--- config.mk ---
export PLATFORM = sky130hd
export DESIGN_NAME = v8_cpu_alu
export DESIGN_NICKNAME = d
export VERILOG_FILES = /design/src/rtl/v8cpu_pkg.sv /design/src/rtl/v8cpu_shifter.sv /design/src/rtl/v8_cpu_alu.sv
export SDC_FILE = /design/constraint.sdc
export NUM_CORES = 1
export LEC_CHECK = 0
export ABC_AREA = 1
export CAP_MARGIN = 20
export CORE_MARGIN = 1.5
export CORE_UTILIZATION = 48
export CTS_BUF_LIST = sky130_fd_sc_hd__clkbuf_4 sky130_fd_sc_hd__clkbuf_8
export DETAILED_ROUTE_END_ITERATION = 7
export GPL_ROUTABILITY_DRIVEN = 1
export PLACE_DENSITY = 0.78
export SYNTH_ARGS = -nofsm -noshare
export SYNTH_HDL_FRONTEND = slang
export SYNTH_HIERARCHICAL = 1
export SYNTH_SLANG_ARGS = --single-unit
export TNS_END_PERCENT = 100
--- constraint.sdc ---
create_clock -name clk -period 3.1 [get_ports clk]
set_clock_uncertainty 0.15 [all_clocks]
set_input_delay 0.465 -clock clk [delete_from_list [all_inputs] [get_ports clk]]
set_output_delay 0.465 -clock clk [all_outputs]
set_load 0.01 [all_outputs]
--- src/rtl/v8cpu_pkg.sv ---
// Shared constants for the v8cpu ALU: opcode encodings and flag-byte bit positions.
package v8cpu_pkg;

    localparam int DATA_W = 8;

    localparam logic [3:0] OP_ADD = 4'd0;
    localparam logic [3:0] OP_SUB = 4'd1;
    localparam logic [3:0] OP_AND = 4'd2;
    localparam logic [3:0] OP_OR  = 4'd3;
    localparam logic [3:0] OP_XOR = 4'd4;
    localparam logic [3:0] OP_ADC = 4'd5;
    localparam logic [3:0] OP_SBB = 4'd6;
    localparam logic [3:0] OP_NOT = 4'd7;
    localparam logic [3:0] OP_SHL = 4'd8;
    localparam logic [3:0] OP_SHR = 4'd9;
    localparam logic [3:0] OP_SAR = 4'd10;
    localparam logic [3:0] OP_ROL = 4'd11;
    localparam logic [3:0] OP_ROR = 4'd12;
    localparam logic [3:0] OP_INC = 4'd13;
    localparam logic [3:0] OP_DEC = 4'd14;
    localparam logic [3:0] OP_CMP = 4'd15;

    localparam int FLAG_Z = 0;
    localparam int FLAG_C = 1;
    localparam int FLAG_N = 2;
    localparam int FLAG_V = 3;

endpackage

--- src/rtl/v8cpu_shifter.sv ---
// Single-bit shift/rotate unit; also reports the bit that falls off the end.
module v8cpu_shifter
    import v8cpu_pkg::*;
(
    input  logic [3:0]        op,
    input  logic [DATA_W-1:0] a,
    output logic [DATA_W-1:0] result,
    output logic              shiftOut
);

    logic signed [DATA_W-1:0] aSigned;

    assign aSigned = signed'(a);

    always_comb begin
        result   = a;
        shiftOut = 1'b0;
        case (op)
            OP_SHL: begin
                result   = {a[DATA_W-2:0], 1'b0};
                shiftOut = a[DATA_W-1];
            end
            OP_SHR: begin
                result   = {1'b0, a[DATA_W-1:1]};
                shiftOut = a[0];
            end
            OP_SAR: begin
                result   = unsigned'(aSigned >>> 1);
                shiftOut = a[0];
            end
            OP_ROL: begin
                result   = {a[DATA_W-2:0], a[DATA_W-1]};
                shiftOut = a[DATA_W-1];
            end
            OP_ROR: begin
                result   = {a[0], a[DATA_W-1:1]};
                shiftOut = a[0];
            end
            default: begin
                result   = a;
                shiftOut = 1'b0;
            end
        endcase
    end

endmodule

--- src/rtl/v8_cpu_alu.sv ---
// v8cpu ALU: combinational result/flag generation plus a registered status-flag copy.
module v8_cpu_alu
    import v8cpu_pkg::*;
(
    input  logic              clk,
    input  logic              rst_n,
    input  logic [DATA_W-1:0] a,
    input  logic [DATA_W-1:0] b,
    input  logic [3:0]        op,
    input  logic [DATA_W-1:0] flags,
    output logic [DATA_W-1:0] c,
    output logic [DATA_W-1:0] newFlags,
    output logic [DATA_W-1:0] flags_q
);

    logic [DATA_W-1:0] addB;
    logic              carryIn;
    logic              borrowIn;
    logic [DATA_W:0]   addRes;
    logic [DATA_W:0]   subRes;
    logic              addOvf;
    logic              subOvf;
    logic [DATA_W-1:0] shiftRes;
    logic              shiftOut;
    logic [DATA_W-1:0] flagSrc;
    logic              carryFlag;
    logic              ovfFlag;

    v8cpu_shifter uShifter (
        .op       (op),
        .a        (a),
        .result   (shiftRes),
        .shiftOut (shiftOut)
    );

    // INC/DEC reuse the adder/subtractor with an implicit operand of 1.
    assign addB     = (op == OP_INC || op == OP_DEC) ? 8'h01 : b;
    assign carryIn  = (op == OP_ADC) ? flags[FLAG_C] : 1'b0;
    assign borrowIn = (op == OP_SBB) ? flags[FLAG_C] : 1'b0;

    assign addRes = {1'b0, a} + {1'b0, addB} + {{DATA_W{1'b0}}, carryIn};
    assign subRes = {1'b0, a} - {1'b0, addB} - {{DATA_W{1'b0}}, borrowIn};

    assign addOvf = (a[DATA_W-1] == addB[DATA_W-1]) && (addRes[DATA_W-1] != a[DATA_W-1]);
    assign subOvf = (a[DATA_W-1] != addB[DATA_W-1]) && (subRes[DATA_W-1] != a[DATA_W-1]);

    // flagSrc is the value Z/N are judged on; it differs from c only for CMP.
    always_comb begin
        c         = a;
        flagSrc   = a;
        carryFlag = 1'b0;
        ovfFlag   = 1'b0;
        case (op)
            OP_ADD, OP_ADC: begin
                c         = addRes[DATA_W-1:0];
                flagSrc   = addRes[DATA_W-1:0];
                carryFlag = addRes[DATA_W];
                ovfFlag   = addOvf;
            end
            OP_SUB, OP_SBB: begin
                c         = subRes[DATA_W-1:0];
                flagSrc   = subRes[DATA_W-1:0];
                carryFlag = subRes[DATA_W];
                ovfFlag   = subOvf;
            end
            OP_INC: begin
                c         = addRes[DATA_W-1:0];
                flagSrc   = addRes[DATA_W-1:0];
                carryFlag = flags[FLAG_C];
                ovfFlag   = addOvf;
            end
            OP_DEC: begin
                c         = subRes[DATA_W-1:0];
                flagSrc   = subRes[DATA_W-1:0];
                carryFlag = flags[FLAG_C];
                ovfFlag   = subOvf;
            end
            OP_CMP: begin
                c         = a;
                flagSrc   = subRes[DATA_W-1:0];
                carryFlag = subRes[DATA_W];
                ovfFlag   = subOvf;
            end
            OP_AND: begin
                c       = a & b;
                flagSrc = a & b;
            end
            OP_OR: begin
                c       = a | b;
                flagSrc = a | b;
            end
            OP_XOR: begin
                c       = a ^ b;
                flagSrc = a ^ b;
            end
            OP_NOT: begin
                c       = ~a;
                flagSrc = ~a;
            end
            OP_SHL: begin
                c         = shiftRes;
                flagSrc   = shiftRes;
                carryFlag = shiftOut;
                ovfFlag   = a[DATA_W-1] ^ a[DATA_W-2];
            end
            OP_SHR, OP_SAR, OP_ROL, OP_ROR: begin
                c         = shiftRes;
                flagSrc   = shiftRes;
                carryFlag = shiftOut;
            end
            default: begin
                c       = a;
                flagSrc = a;
            end
        endcase
    end

    assign newFlags = {flags[7:4], ovfFlag, flagSrc[DATA_W-1], carryFlag, (flagSrc == '0)};

    always_ff @(posedge clk or negedge rst_n) begin
        if (!rst_n) begin
            flags_q <= '0;
        end else begin
            flags_q <= newFlags;
        end
    end

endmodule

==> impl_metrics.json <==
{
  "synthArstFlopShare_pct": 100,
  "violations": "negative setup slack",
  "grt_overflow_total": 0,
  "wirelength_um": 10400,
  "ant_nets": 0,
  "fill_cells": 389,
  "netlist.area_leader.share_pct": 18.7,
  "synth_top_family_by_area": "simple AND/OR/NAND/NOR gates",
  "cp_data_required_time_ps": 2480,
  "critPathMaxFanout": 4,
  "setup_viol": 7,
  "outcome": "finished with violations",
  "fmax_ghz": 0.294,
  "start_kind": "input port",
  "die_w_um": 78.2,
  "first_global_vias": 3494,
  "synthTopCellsByArea": "nand2_1 19%, ha_1 17%, nand3_1 11%, inv_1 9.4%, dfrtp_1 7.4%",
  "layout_min_cycle_time_ps": 3400,
  "dieArea_mm2": 0.00611,
  "worstSetupEndpointType": "output port",
  "antenna_found_initial": 0,
  "die_h_um": 78.2,
  "regMostFlops": "flags_q",
  "cts_tree": "built",
  "synth-seq-cells": 8,
  "largest_reg_flops": 8,
  "yosys.area_share.simple_pct": 46.3,
  "vias": 3783,
  "synthAdderAreaFrac_pct": 20.0,
  "timing.slew.headroom_pct": 73.7,
  "dpl.hpwl_um": 7810,
  "avgSynthCellArea_um2": 5.86,
  "synth.area.mux_share_pct": 0,
  "cts-root-buf": "clkbuf_8",
  "leakage_nw": 2.33,
  "endpoint": "newFlags[0]",
  "syn-cell-area_mm2": 0.00271,
  "route.detailed.drc": 0,
  "layout_setup_ws_ps": -300,
  "maxCapViolCount": 0,
  "synth_edf_count": 0,
  "synth_nets": 534,
  "peakVddDrop_uv": 254,
  "hp-class": "in -> async",
  "synth_cells": 463,
  "cts_buffers": 3,
  "drive_gt1_share_pct": 39.0,
  "drv_slew": 0,
  "ctsHoldBuffers": 0,
  "gp_congestion": 0.934,
  "clock_sinks": 8,
  "yosysWarningCount": 6,
  "synth-compound-area-share_pct": 10.2,
  "yosysSeqAreaShare_pct": 7.38,
  "core-area_mm2": 0.00547,
  "grt_max_degree": 22,
  "dr.pass1.iters": 8,
  "portBuffers": 50,
  "synthXorXnorAreaFrac_pct": 2.58,
  "clk_pin_slew_ps": 40,
  "drtIter0Drc": 317,
  "crit_type": "in -> out",
  "grt_pass1_wl_um": 15900,
  "finalHoldViolations": 0,
  "layout.nets": 681,
  "cts.path.max_buffers": 2,
  "powerDensity_mw_per_mm2": 252,
  "post-place-ws_ps": -1290,
  "routedWlPerCell_um": 15.3,
  "rsz0062_at_grt": "yes",
  "place_area_mm2": 0.00399,
  "worst_slew_pin_slew_ps": 395,
  "fin_area_mm2": 0.00442,
  "diodes": 0,
  "pin_count": 54,
  "grt_usage_pct": 32.7,
  "syn_to_final_growth_pct": 62.9,
  "htreeDepth": 1,
  "start_util_pct": 49.5,
  "num_rows": 27,
  "synth_cell_types": 41,
  "critPathArrivalTime_ps": 2780,
  "synth_flop_cell": "dfrtp_1",
  "synth_top_area_cell": "nand2_1",
  "period_share_pct": 110,
  "vias_per_cell": 5.56,
  "final_core_util_pct": 80.7,
  "final.setup.tns_ps": -1170,
  "startpoint": "op[3]",
  "top_regs": "flags_q (8)",
  "p_total_mw": 1.11
}
## Yosys cell counts (all sizes together), types with 2 or more instances
master	count
a21oi	10
buf	9
dfrtp	8
fa	4
ha	37
inv	78
nand2	143
nand3	61
nand3b	2
nand4	7
nor2	55
o2111ai	2
o211ai	3
o21ai	21
or2	3
xnor2	3
xor2	5
## layout make-up
cell class / count / area [µm²] / area share (%)
Clock buffer: 3 / 41.3 / 0.935
Inverter: 78 / 309 / 7.00
Multi-Input combinational cell: 368 / 2520 / 57.1
Sequential cell: 8 / 200 / 4.53
Tap cell: 72 / 90.1 / 2.04
Timing Repair Buffer: 151 / 1250 / 28.4
## layout by cell type, fill, tap and decap left out, types with 15 or more instances in the layout
cell             count
buf_4               96
clkdlybuf4s50_1     29
ha_1                26
inv_1               51
inv_2               22
nand2_1            109
nand2_2             24
nand3_1             53
nor2_1              36
o21ai_0             15
## kinds of logic (layout without fill, tap and decap cells)
kind of cell,after synthesis,count (layout)
xor gates and xnor gates,8,8
AOI/OAI and AO/OA,44,44
DFF,8,8
and+or+nand+nor,275,275
adders and majority gates,41,41
buffers and inverters,87,232
## power by group
| part | switching (mW) | total (mW) | internal, mW | leakage, nW |
|---|---|---|---|---|
| registers | 0.00251 | 0.117 | 0.114 | 0.0990 |
| clock network | 0.0411 | 0.125 | 0.0841 | 0.0216 |
| logic | 0.461 | 0.869 | 0.408 | 2.21 |
## worst min-delay path by stage
stage           from                   end  depth (start not counted)
2_1_floorplan  rst_n  flags_q[0]$_DFF_PN0_                          0
3_3_place_gp   rst_n  flags_q[0]$_DFF_PN0_                          1
3_5_place_dp   rst_n  flags_q[4]$_DFF_PN0_                          1
4_1_cts        rst_n  flags_q[7]$_DFF_PN0_                          1
5_1_grt        rst_n  flags_q[7]$_DFF_PN0_                          1
6_report       rst_n  flags_q[7]$_DFF_PN0_                          1
## through the flow
stage               instances  hold slack [ps]
CTS                       676              362
global route              680              381
finish                    680              361
detailed placement        667              601
global placement          667              601
floorplan                 463             19.4
## repair_timing
item | 4_1_cts | 5_1_grt
buffers inserted | 7 | 4
pin swaps | 27 | 35
setup endpoints to repair | 15 | 12
resized for setup | 122 | 52
## worst max-delay path, stage by stage
cell and delay (ps):
buf_8 80, clkinvlp_4 90, nand2_4 90, buf_4 140, nor3_1 70, fa_2 420
fa_2 440, nand3_2 130, nand4_1 120, nand3_2 120, nand3_1 90, nor2_2 130
nand2_1 70, nor2_2 140, buf_2 160
## layer usage
layer / track usage, % / vias to the layer above / share of wire (%)
met5: 0 / - / 0
met4: 10.4 / 0 / 3.1
met3: 3.14 / 46 / 7.6
met2: 60.5 / 232 / 50
met1: 39.4 / 1735 / 39
li1: - / 1770 / -
Power figures use the tool's default switching activity.
